$ cat src/rtl/piso_tx_pkg.sv
// Shared types and constants for the piso_tx serial transmitter.
package piso_tx_pkg;

  localparam int DEFAULT_WIDTH = 4;

  typedef enum logic [1:0] {
    IDLE   = 2'd0,
    SHIFT  = 2'd1,
    PARITY = 2'd2
  } state_e;

endpackage

$ cat src/rtl/piso_bit_counter.sv
// Bit-position counter for one frame: counts 0..WIDTH-1, wraps to 0 after the
// last bit, and flags when the last data bit is being driven.
module piso_bit_counter
  import piso_tx_pkg::*;
#(
  parameter int WIDTH = DEFAULT_WIDTH,
  localparam int CNT_W = $clog2(WIDTH + 1)
) (
  input  logic clock,
  input  logic reset,
  input  logic clear,
  input  logic enable,
  output logic last
);

  logic [CNT_W-1:0] cnt_q;
  logic [CNT_W-1:0] cnt_d;

  assign last = (cnt_q == CNT_W'(WIDTH - 1));

  // Next count: a new word restarts at bit 0, otherwise advance and wrap at the last bit.
  always_comb begin
    cnt_d = cnt_q;
    if (clear) begin
      cnt_d = '0;
    end else if (enable) begin
      cnt_d = last ? '0 : cnt_q + CNT_W'(1);
    end
  end

  // Count register with synchronous reset.
  always_ff @(posedge clock) begin
    if (reset) begin
      cnt_q <= '0;
    end else begin
      cnt_q <= cnt_d;
    end
  end

endmodule

$ cat src/rtl/piso_tx.sv
// Parallel-in/serial-out transmitter: accepts a word over valid/ready and
// shifts it out MSB-first, one bit per clock, flagging the first bit.
// Optional feature: define PISO_TX_PARITY_EN to append an even-parity bit.
module piso_tx
  import piso_tx_pkg::*;
#(
  parameter int WIDTH     = DEFAULT_WIDTH,
  parameter int BACK2BACK = 1
) (
  input  logic             clock,
  input  logic             reset,
  input  logic [WIDTH-1:0] reg_in,
  input  logic             in_valid,
  output logic             in_ready,
  output logic             ser_out,
  output logic             ser_valid,
  output logic             ser_first,
  output logic             busy
);

  state_e           state_q, state_d;
  logic [WIDTH-1:0] shift_q, shift_d;
  logic             first_q, first_d;
`ifdef PISO_TX_PARITY_EN
  logic             parity_q, parity_d;
`endif

  logic bit_last;
  logic cnt_en;
  logic last_cycle;
  logic transfer;

  assign cnt_en = (state_q == SHIFT);

`ifdef PISO_TX_PARITY_EN
  assign last_cycle = (state_q == PARITY);
`else
  assign last_cycle = cnt_en && bit_last;
`endif

  assign in_ready = (state_q == IDLE) || ((BACK2BACK != 0) && last_cycle);
  assign transfer = in_valid && in_ready;
  assign busy     = (state_q != IDLE);

  piso_bit_counter #(
    .WIDTH (WIDTH)
  ) u_bit_counter (
    .clock  (clock),
    .reset  (reset),
    .clear  (transfer),
    .enable (cnt_en),
    .last   (bit_last)
  );

  // Next-state logic: walk the frame bit by bit; an accepted word always
  // (re)starts a frame, which is what makes back-to-back transfers seamless.
  always_comb begin
    state_d  = state_q;
    shift_d  = shift_q;
    first_d  = 1'b0;
`ifdef PISO_TX_PARITY_EN
    parity_d = parity_q;
`endif
    case (state_q)
      IDLE: begin
        state_d = IDLE;
      end
      SHIFT: begin
        shift_d = {shift_q[WIDTH-2:0], 1'b0};
        if (bit_last) begin
`ifdef PISO_TX_PARITY_EN
          state_d = PARITY;
`else
          state_d = IDLE;
`endif
        end
      end
      default: begin
        state_d = IDLE;
      end
    endcase
    if (transfer) begin
      state_d  = SHIFT;
      shift_d  = reg_in;
      first_d  = 1'b1;
`ifdef PISO_TX_PARITY_EN
      parity_d = ^reg_in;
`endif
    end
  end

  // State, shift and flag registers; reset aborts any frame in progress.
  always_ff @(posedge clock) begin
    if (reset) begin
      state_q  <= IDLE;
      shift_q  <= '0;
      first_q  <= 1'b0;
`ifdef PISO_TX_PARITY_EN
      parity_q <= 1'b0;
`endif
    end else begin
      state_q  <= state_d;
      shift_q  <= shift_d;
      first_q  <= first_d;
`ifdef PISO_TX_PARITY_EN
      parity_q <= parity_d;
`endif
    end
  end

  // Serial outputs decoded from registered state only; quiet whenever idle.
  always_comb begin
    ser_out   = 1'b0;
    ser_valid = 1'b0;
    ser_first = 1'b0;
    case (state_q)
      SHIFT: begin
        ser_out   = shift_q[WIDTH-1];
        ser_valid = 1'b1;
        ser_first = first_q;
      end
`ifdef PISO_TX_PARITY_EN
      PARITY: begin
        ser_out   = parity_q;
        ser_valid = 1'b1;
      end
`endif
      default: begin
        ser_out = 1'b0;
      end
    endcase
  end

endmodule

$ cat config.mk
export PLATFORM = sky130hd
export DESIGN_NAME = piso_tx
export DESIGN_NICKNAME = d
export VERILOG_FILES = /design/src/rtl/piso_tx_pkg.sv /design/src/rtl/piso_bit_counter.sv /design/src/rtl/piso_tx.sv
export SDC_FILE = /design/constraint.sdc
export NUM_CORES = 1
export LEC_CHECK = 0
export ABC_CLOCK_PERIOD_IN_PS = 1300
export BUFFER_PORTS_ARGS = -buffer_cell sky130_fd_sc_hd__buf_2
export CAP_MARGIN = 20
export CORE_UTILIZATION = 25
export CTS_CLUSTER_DIAMETER = 50
export CTS_CLUSTER_SIZE = 10
export DETAILED_ROUTE_END_ITERATION = 12
export GPL_TIMING_DRIVEN = 0
export HOLD_SLACK_MARGIN = 0.1
export SLEW_MARGIN = 0
export SYNTH_ARGS = -nofsm -noshare
export SYNTH_HDL_FRONTEND = slang
export SYNTH_SLANG_ARGS = --single-unit
$ cat constraint.sdc
create_clock -name clock -period 1.3 [get_ports clock]
set_clock_uncertainty 0.15 [all_clocks]
set_input_delay 0 -clock clock [delete_from_list [all_inputs] [get_ports clock]]
set_output_delay 0 -clock clock [all_outputs]
set_load 0.01 [all_outputs]
---- After elaboration in Yosys (flattened, before gate mapping) ----
Index checks and enable logic that the tools add are counted.
operators by class
  add/subtract/negate cells ............... 1
  equal/unequal tests ..................... 2
  muxes and demuxes ....................... 10
  reductions and logical operators ........ 6
operators with widths
  kind                                                                      count
  4-bit two-way mux                                                         2
  1-bit two-way mux                                                         7
  3-bit by 1-bit adder with 3-bit output (second input constant)            1
  3-bit by 2-bit == test with 1-bit output (second input constant)          1
  3-bit two-way mux                                                         1
  3-bit by 2-bit inequality test with 1-bit output (second input constant)  1
  1-bit logical AND                                                         2
  2-bit logical NOT                                                         1
  2-bit nonzero test                                                        1
  2-bit OR reduction                                                        1
  1-bit logical OR                                                          1
storage, ports and cells
  register bits ........................... 9

---- Depth between registers and ports, before layout ----
Gate-level depths: netlist of the first run.
  word-level depth ........................ 5
  gate-level depth with buffers ........... 4
  gate-level depth less buffers ........... 4

---- Cells and area by module ----
A second synthesis of the first run with hierarchy kept.
second synthesis, totals
  cells, all modules ...................... 43
  area total of the unflattened synthesis .. 416.6 um2
modules (own cells, without submodules)
  module            instances  cells each  area each (um2)  sequential area each (um2)
  piso_tx           1          29          284.0            120.1
  piso_bit_counter  1          14          132.6            60.1

---- Worst setup path before layout of the first run ----
No wires, ideal clock.
  path kind ............................... register -> register
  from .................................... register u_bit_counter.cnt_q[0]
  to ...................................... register shift_q[3]
  library setup time ...................... 0.135 ns
  arrival time ............................ 0.978 ns
  slack ................................... 0.037 ns
  stages on the path, launching flop included .. 5
  buffers on the path ..................... 0
  cells stage by stage .................... dfxtp_1 > ha_1 > and2b_1 > o21ai_1 > a311oi_2
on the way
  longest elaborated chain between the ends .. 5
RTL lines
  what                                                     line                    text
  start: declaration                                       piso_bit_counter.sv:16  logic [CNT_W-1:0] cnt_q;
  start signal: assignment                                 piso_bit_counter.sv:36  cnt_q <= cnt_d;
  3-bit by 2-bit == test with 1-bit output *               piso_bit_counter.sv:19  assign last = (cnt_q == CNT_W'(WIDTH - 1));
  1-bit logical AND *                                      piso_tx.sv:38           assign last_cycle = cnt_en && bit_last;
  1-bit logical OR *                                       piso_tx.sv:41           assign in_ready = (state_q == IDLE) || ((BACK2BACK != 0) && last_cycle);
  1-bit logical AND *                                      piso_tx.sv:42           assign transfer = in_valid && in_ready;
  4-bit two-way mux or 2-bit nonzero test (tied branches)  n/a
  end signal: assignment                                   piso_tx.sv:103          shift_q <= shift_d;
  end: declaration                                         piso_tx.sv:22           logic [WIDTH-1:0] shift_q, shift_d;
Mark *: on every way between the ends. The rest lies on a longest branch, timed or not.
A chain may end at the register's enable or synchronous reset.

---- Worst setup path after layout of the first run ----
  from .................................... register u_bit_counter.cnt_q[0]
  to ...................................... register shift_q[2]
The elaborated chain is that of the path after synthesis.

==> flow_summary.ini, run 1 <==
[status]
outcome = finished, final reports clean

[synthesis]
yosys_warnings = 0
synth_commonest_cells = sky130_fd_sc_hd__dfxtp_1 (9), sky130_fd_sc_hd__nand2_1 (6), sky130_fd_sc_hd__o211ai_1 (5), sky130_fd_sc_hd__a21oi_1 (3)
async_flop_share = 0
synth_top_cell_by_area = sky130_fd_sc_hd__dfxtp_1
synth.ff_latch_count = 9
post_synth.cell_area_avg_um2 = 9.00
netlist.area_leader.share = 0.435
synth-edff-count = 0
main_area_contributors_after_synthesis = sky130_fd_sc_hd__dfxtp_1 (44%), sky130_fd_sc_hd__o211ai_1 (9.1%), sky130_fd_sc_hd__nand2_1 (5.4%)
synth_cells = 46
synth_cell_types = 21
mappedNetlistNets = 54
synth_area_um2 = 414
synth.most_common_cell = sky130_fd_sc_hd__dfxtp_1
synth-seq-area-share = 0.435
postSynth.topFlopCell = sky130_fd_sc_hd__dfxtp_1

[final_layout]
post_route_cells_drive_above_1_share = 0.420
seqCellArea_um2 = 184
multiInputGateArea_um2 = 230
area_growth_from_synthesis_to_final_layout_pct = 50.5
insertedDiodeCount = 0
nFillCells = 158
post_layout_net_count = 78
finish.instance_area_um2 = 623

[power_and_ir_drop]
power.clock.fraction = 0.349
leak_pwr_uw = 0.000246
p_seq_frac = 0.485
power_per_cell_area_mw_per_mm2 = 1000
switchingPower_uw = 162
vdd.ir_drop.worst_mv = 0.316
power_frac_comb = 0.167
p_sw_frac = 0.259
power_report.internal_total_uw = 463

[sta]
max_slew_margin = 0.701
tns_ps = 0
worst_slew_pin_slew_ps = 449
final_period_minus_worst_setup_slack_ps = 1280
finalSetupViolations = 0
achievable-frequency_mhz = 782
report.final.slew_viol_count = 0
final-hold-violation-count = 0
final.period_utilization = 0.984
rsz0062_at_grt = yes

[floorplan]
initial_cell_density_of_the_core = 0.272
die_area_mm2 = 0.00182
i_o_pin_total = 12
fp-row-count = 14
floorplan.die.width_um = 42.7
die_y_um = 42.7
coreArea_mm2 = 0.00152

[drt]
antenna_violating_nets_post_route = 0
routed_wirelength_um = 947
route.vias.total = 409
via_per_inst = 4.81
number_of_remaining_drc_errors = 0
drt_pass1_iterations = 4
first_iter_violations = 4
wl_per_cell_um = 11.1

[flow_run]
max_cap_check_violation_count = 0

[critical_path]
cp-startpoint = u_bit_counter.cnt_q[0]
worst_r2r_endpoint = shift_q[2]
path_class = flop to flop
cp-start-kind = flop
cp.arrival_ps = 1260
worst-r2r-cell-count = 5
r2r-start = u_bit_counter.cnt_q[0]
worstSetupEndpointType = flop
worst-r2r-setup-slack_ps = 20
worstPathRequired_ps = 1280
worstPathMaxFanout = 4

[cts]
tritoncts.num_buffers = 3
clk_pin_slew_worst_paths_ps = 60
clockRootBuffer = sky130_fd_sc_hd__clkbuf_4
insertion_delay_ps = 260
htreeDepth = 1
cts_num_sinks = 9
tritoncts = built
clk_path_buf_depth = 2

[grt]
number_of_antenna_violations_at_the_first_check_in_global_routing = 0
grt_first_pass_wirelength_um = 1540
grt_start_max_net_pins = 11
grt.total_usage = 0.119
grt_overflow_total = 0
first_global_vias = 384

[hold_path]
worst_hold_path_stage_count = 2
worst_hold_startpoint = shift_q[0]
hold_path.class = flop to flop
min_to = shift_q[0]

[placed_design]
portBuffers = 10
dpl-instance-area_um2 = 484
final_hpwl_from_detailed_placement_um = 641
gp_congestion = 0.770
[per-stage QoR]
stage	hold WS, ps	total power [uW]	std cells	util	worst slack [ps]
5_1_grt	328	658	85	0.409	-62.9
3_3_place_gp	140	388	72	0.318	-51.5
3_5_place_dp	149	389	72	0.318	-62.1
4_1_cts	308	637	85	0.407	3.82
6_report	309	626	85	0.409	21.2
2_1_floorplan	11.8	359	46	-	36.9
[final cells by class]
type                            count  area share
Inverter                            3      0.0181
Tap cell                           16      0.0321
Timing Repair Buffer               19       0.213
Multi-Input combinational cell     31       0.369
Sequential cell                     9       0.295
Clock buffer                        4      0.0422
Buffer                              3      0.0301
[worst max path at each step]
| stage | end | slack, ps | cells after the start |
|---|---|---|---|
| 3_5_place_dp | shift_q[3] | -60 | 4 |
| 5_1_grt | shift_q[2] | -60 | 4 |
| 6_report | shift_q[2] | 20 | 5 |
| 2_1_floorplan | shift_q[3] | 40 | 4 |
| 4_1_cts | shift_q[2] | 4 | 5 |
| 3_3_place_gp | shift_q[3] | -50 | 4 |
[cells in the final DEF (no fill, tap or decap), drive strengths merged]
master and count:
a211oi 1, a21oi 3, a221oi 1, a311oi 1
a31oi 2, a32oi 1, and2 2, and2b 1
buf 16, clkbuf 4, dfxtp 9, dlygate4sd3 6
ha 1, inv 3, nand2 6, nand2b 1
nor2 3, nor3b 1, o211ai 5, o21ai 2
[state kept, by name (all words and copies together) (netlist names)]
| name | cells |
|---|---|
| u_bit_counter.cnt_q | 3 |
| state_q | 1 |
| shift_q | 4 |
| first_q | 1 |
[per-layer routing]
metal | GRT usage | routed length (um) | vias up
met5 | 0 | 0 | -
met4 | 0.119 | 35 | 0
met3 | 0.0383 | 35 | 4
met2 | 0.176 | 431 | 9
met1 | 0.128 | 445 | 184
li1 | - | - | 212
[critical path: stages, from the launching register on]
cell,delay (ps)
sky130_fd_sc_hd__dfxtp_2,370
sky130_fd_sc_hd__ha_4,160
sky130_fd_sc_hd__nand2b_4,70
sky130_fd_sc_hd__buf_4,140
sky130_fd_sc_hd__o211ai_1,170
sky130_fd_sc_hd__a31oi_1,100
[power groups by stage]
| stage | combinational, uW | clock, uW | sequential, uW |
|---|---|---|---|
| 6_report | 104 | 218 | 303 |
| 5_1_grt | 115 | 239 | 304 |
| 4_1_cts | 105 | 230 | 302 |
| 3_5_place_dp | 82.7 | 0 | 306 |
| 3_3_place_gp | 81.8 | 0 | 306 |
| 2_1_floorplan | 53.2 | 0 | 306 |
[kinds of logic after synthesis]
| logic type | count (synthesis) | synth area share |
|---|---|---|
| adder cells (fa/ha/maj) | 1 | 0.0302 |
| buffers and inverters | 6 | 0.0725 |
| AND/OR/NAND/NOR | 14 | 0.169 |
| flip-flops | 9 | 0.435 |
| AO/OA/AOI/OAI | 16 | 0.293 |
[timing repair]
action | 4_1_cts | 5_1_grt
pin swaps | 1 | 0
gates resized for setup | 6 | 2
hold endpoints to repair | 9 | 0
endpoints found under the setup margin | 5 | 6
hold buffers | 6 | 0
buffers inserted | 3 | 0
No activity file was read; power rests on OpenSTA's default activity.
==> run 2, diff against run 1 <==
- RECOVER_POWER: default -> 100
==> run 2 against run 1 <==
Net effect:
- sequential share of layout area rose by 0.059 points
- die area is the same
- worst hold slack did not move
- sequential power hardly changed
- via count did not move
- count of clock-buffer cells in the layout stayed put
- non-clock buffer count unchanged
- critical path type unchanged
- highest routed layer unchanged
==> flow_summary.ini, run 2 (same netlist as run 1, synthesis figures left out) <==
[drt]
via_per_inst = 4.81
wl_per_cell_um = 11.2
number_of_remaining_drc_errors = 0
route.vias.total = 409
drt_pass1_iterations = 4
routed_wirelength_um = 948
first_iter_violations = 4
antenna_violating_nets_post_route = 0

[cts]
insertion_delay_ps = 260
tritoncts.num_buffers = 3
clk_pin_slew_worst_paths_ps = 60
clk_path_buf_depth = 2
clockRootBuffer = sky130_fd_sc_hd__clkbuf_4
htreeDepth = 1
cts_num_sinks = 9
tritoncts = built

[final_layout]
area_growth_from_synthesis_to_final_layout_pct = 50.2
nFillCells = 159
post_route_cells_drive_above_1_share = 0.406
layout.cells.most_common_list = sky130_fd_sc_hd__buf_2 (9), sky130_fd_sc_hd__dfxtp_1 (6), sky130_fd_sc_hd__dlygate4sd3_1 (6)
largest_register_ff_count = 4
post_layout_net_count = 78
multiInputGateArea_um2 = 230
mostFrequentLayoutCell = sky130_fd_sc_hd__buf_2
largest_register = shift_q
final_std_cells_w_o_fill = 85
insertedDiodeCount = 0
reg.largest.list = shift_q x4, u_bit_counter.cnt_q x3
seqCellArea_um2 = 184

[sta]
finalSetupViolations = 0
postLayoutSetupSlackWorst_ps = 21.2
final_period_minus_worst_setup_slack_ps = 1280
achievable-frequency_mhz = 782
report.final.slew_viol_count = 0
rsz0062_at_grt = yes
max_slew_margin = 0.701
worst_slew_pin_slew_ps = 449
final.period_utilization = 0.984
final-hold-violation-count = 0

[placed_design]
pre_cts_ws_ps = -62.1
portBuffers = 10
gp_congestion = 0.770
final_hpwl_from_detailed_placement_um = 641
place.detailed.instances = 72

[grt]
grt_first_pass_wirelength_um = 1540
number_of_antenna_violations_at_the_first_check_in_global_routing = 0
grt.total_usage = 0.119
first_global_vias = 384
grt_start_max_net_pins = 11
grt_overflow_total = 0

[floorplan]
initial_cell_density_of_the_core = 0.272
floorplan.die.width_um = 42.7
i_o_pin_total = 12
die_y_um = 42.7
fp-row-count = 14
die_area_mm2 = 0.00182
coreArea_mm2 = 0.00152

[critical_path]
path_cells = ha_4 > nand2b_4 > buf_4 > o211ai_1 > a31oi_1
critical_path.max_stage_delay_ps = 370
path_class = flop to flop
worstPathRequired_ps = 1280
cp-start-kind = flop
crit_buf_inv = 1
critPathSlowestCell = sky130_fd_sc_hd__dfxtp_2
cp.arrival_ps = 1260
cp-startpoint = u_bit_counter.cnt_q[0]
r2r-start = u_bit_counter.cnt_q[0]
critical-path-top-delay-family = flip-flops
worstSetupEndpointType = flop
worstPathMaxFanout = 4

[power_and_ir_drop]
power_per_cell_area_mw_per_mm2 = 1010
leak_pwr_uw = 0.000242
vdd.ir_drop.worst_mv = 0.316

[hold_path]
worst_hold_startpoint = shift_q[0]
hold_path.class = flop to flop

[flow_run]
max_cap_check_violation_count = 0

[status]
outcome = finished, final reports clean
-- run 2: cell count changes in the layout (fill, tap and decap cells not counted) --
cell,change
sky130_fd_sc_hd__buf_2,-1
sky130_fd_sc_hd__clkbuf_1,+1
-- run 2: power breakdown --
| part | internal (uW) | total [uW] | switching (uW) |
|---|---|---|---|
| combinational | 52.4 | 104 | 51.4 |
| sequential | 292 | 303 | 11.1 |
| clock | 118 | 218 | 99.9 |
-- run 2: layout make-up --
type                            count  share of cell area
Inverter                            3              0.0181
Buffer                              3              0.0302
Multi-Input combinational cell     31               0.370
Sequential cell                     9               0.296
Timing Repair Buffer               19               0.211
Tap cell                           16              0.0322
Clock buffer                        4              0.0423
-- run 2: metal layers --
layer / vias up / share of wire / routed length [um] / GRT usage
met5: - / 0 / 0 / 0
li1: 212 / - / - / -
met4: 0 / 0.037 / 35 / 0.119
met3: 4 / 0.037 / 35 / 0.0383
met2: 9 / 0.45 / 431 / 0.176
met1: 184 / 0.47 / 447 / 0.128
-- run 2: final timing paths --
| kind | to | cells past startpoint | slack (ps) |
|---|---|---|---|
| hold reg to reg | shift_q[0] | 2 | 310 |
| hold / removal | shift_q[0] | 2 | 310 |
| setup / recovery | shift_q[2] | 5 | 20 |
| setup reg to reg | shift_q[2] | 5 | 20 |
-- run 2: worst reg2reg max path: cells and delay by family, from the launching register on --
| family | cells | cell delay [ps] |
|---|---|---|
| adder cells (fa/ha/maj) | 1 | 160 |
| AND/OR/NAND/NOR | 1 | 70 |
| flip-flops | 1 | 370 |
| buffers and inverters | 1 | 140 |
| AO/OA/AOI/OAI | 2 | 270 |
-- run 2: repair_timing --
action	CTS	global route
setup endpoints to repair	5	6
pin swaps	1	0
gates cloned	0	0
endpoints found under the hold margin	9	0
resized for setup	6	2
hold buffers	6	0
buffers inserted	3	0
-- run 2: metrics by stage --
| stage | TNS, ps | power, uW | instance area [um2] | util | hold WS [ps] |
|---|---|---|---|---|---|
| CTS | 0 | 637 | 621 | 0.407 | 308 |
| global placement | -51.5 | 388 | 484 | 0.318 | 140 |
| global route | -115 | 658 | 622 | 0.408 | 328 |
| finish | 0 | 625 | 622 | 0.408 | 309 |
| detailed placement | -85.9 | 389 | 484 | 0.318 | 149 |
| floorplan | 0 | 359 | 414 | - | 11.8 |
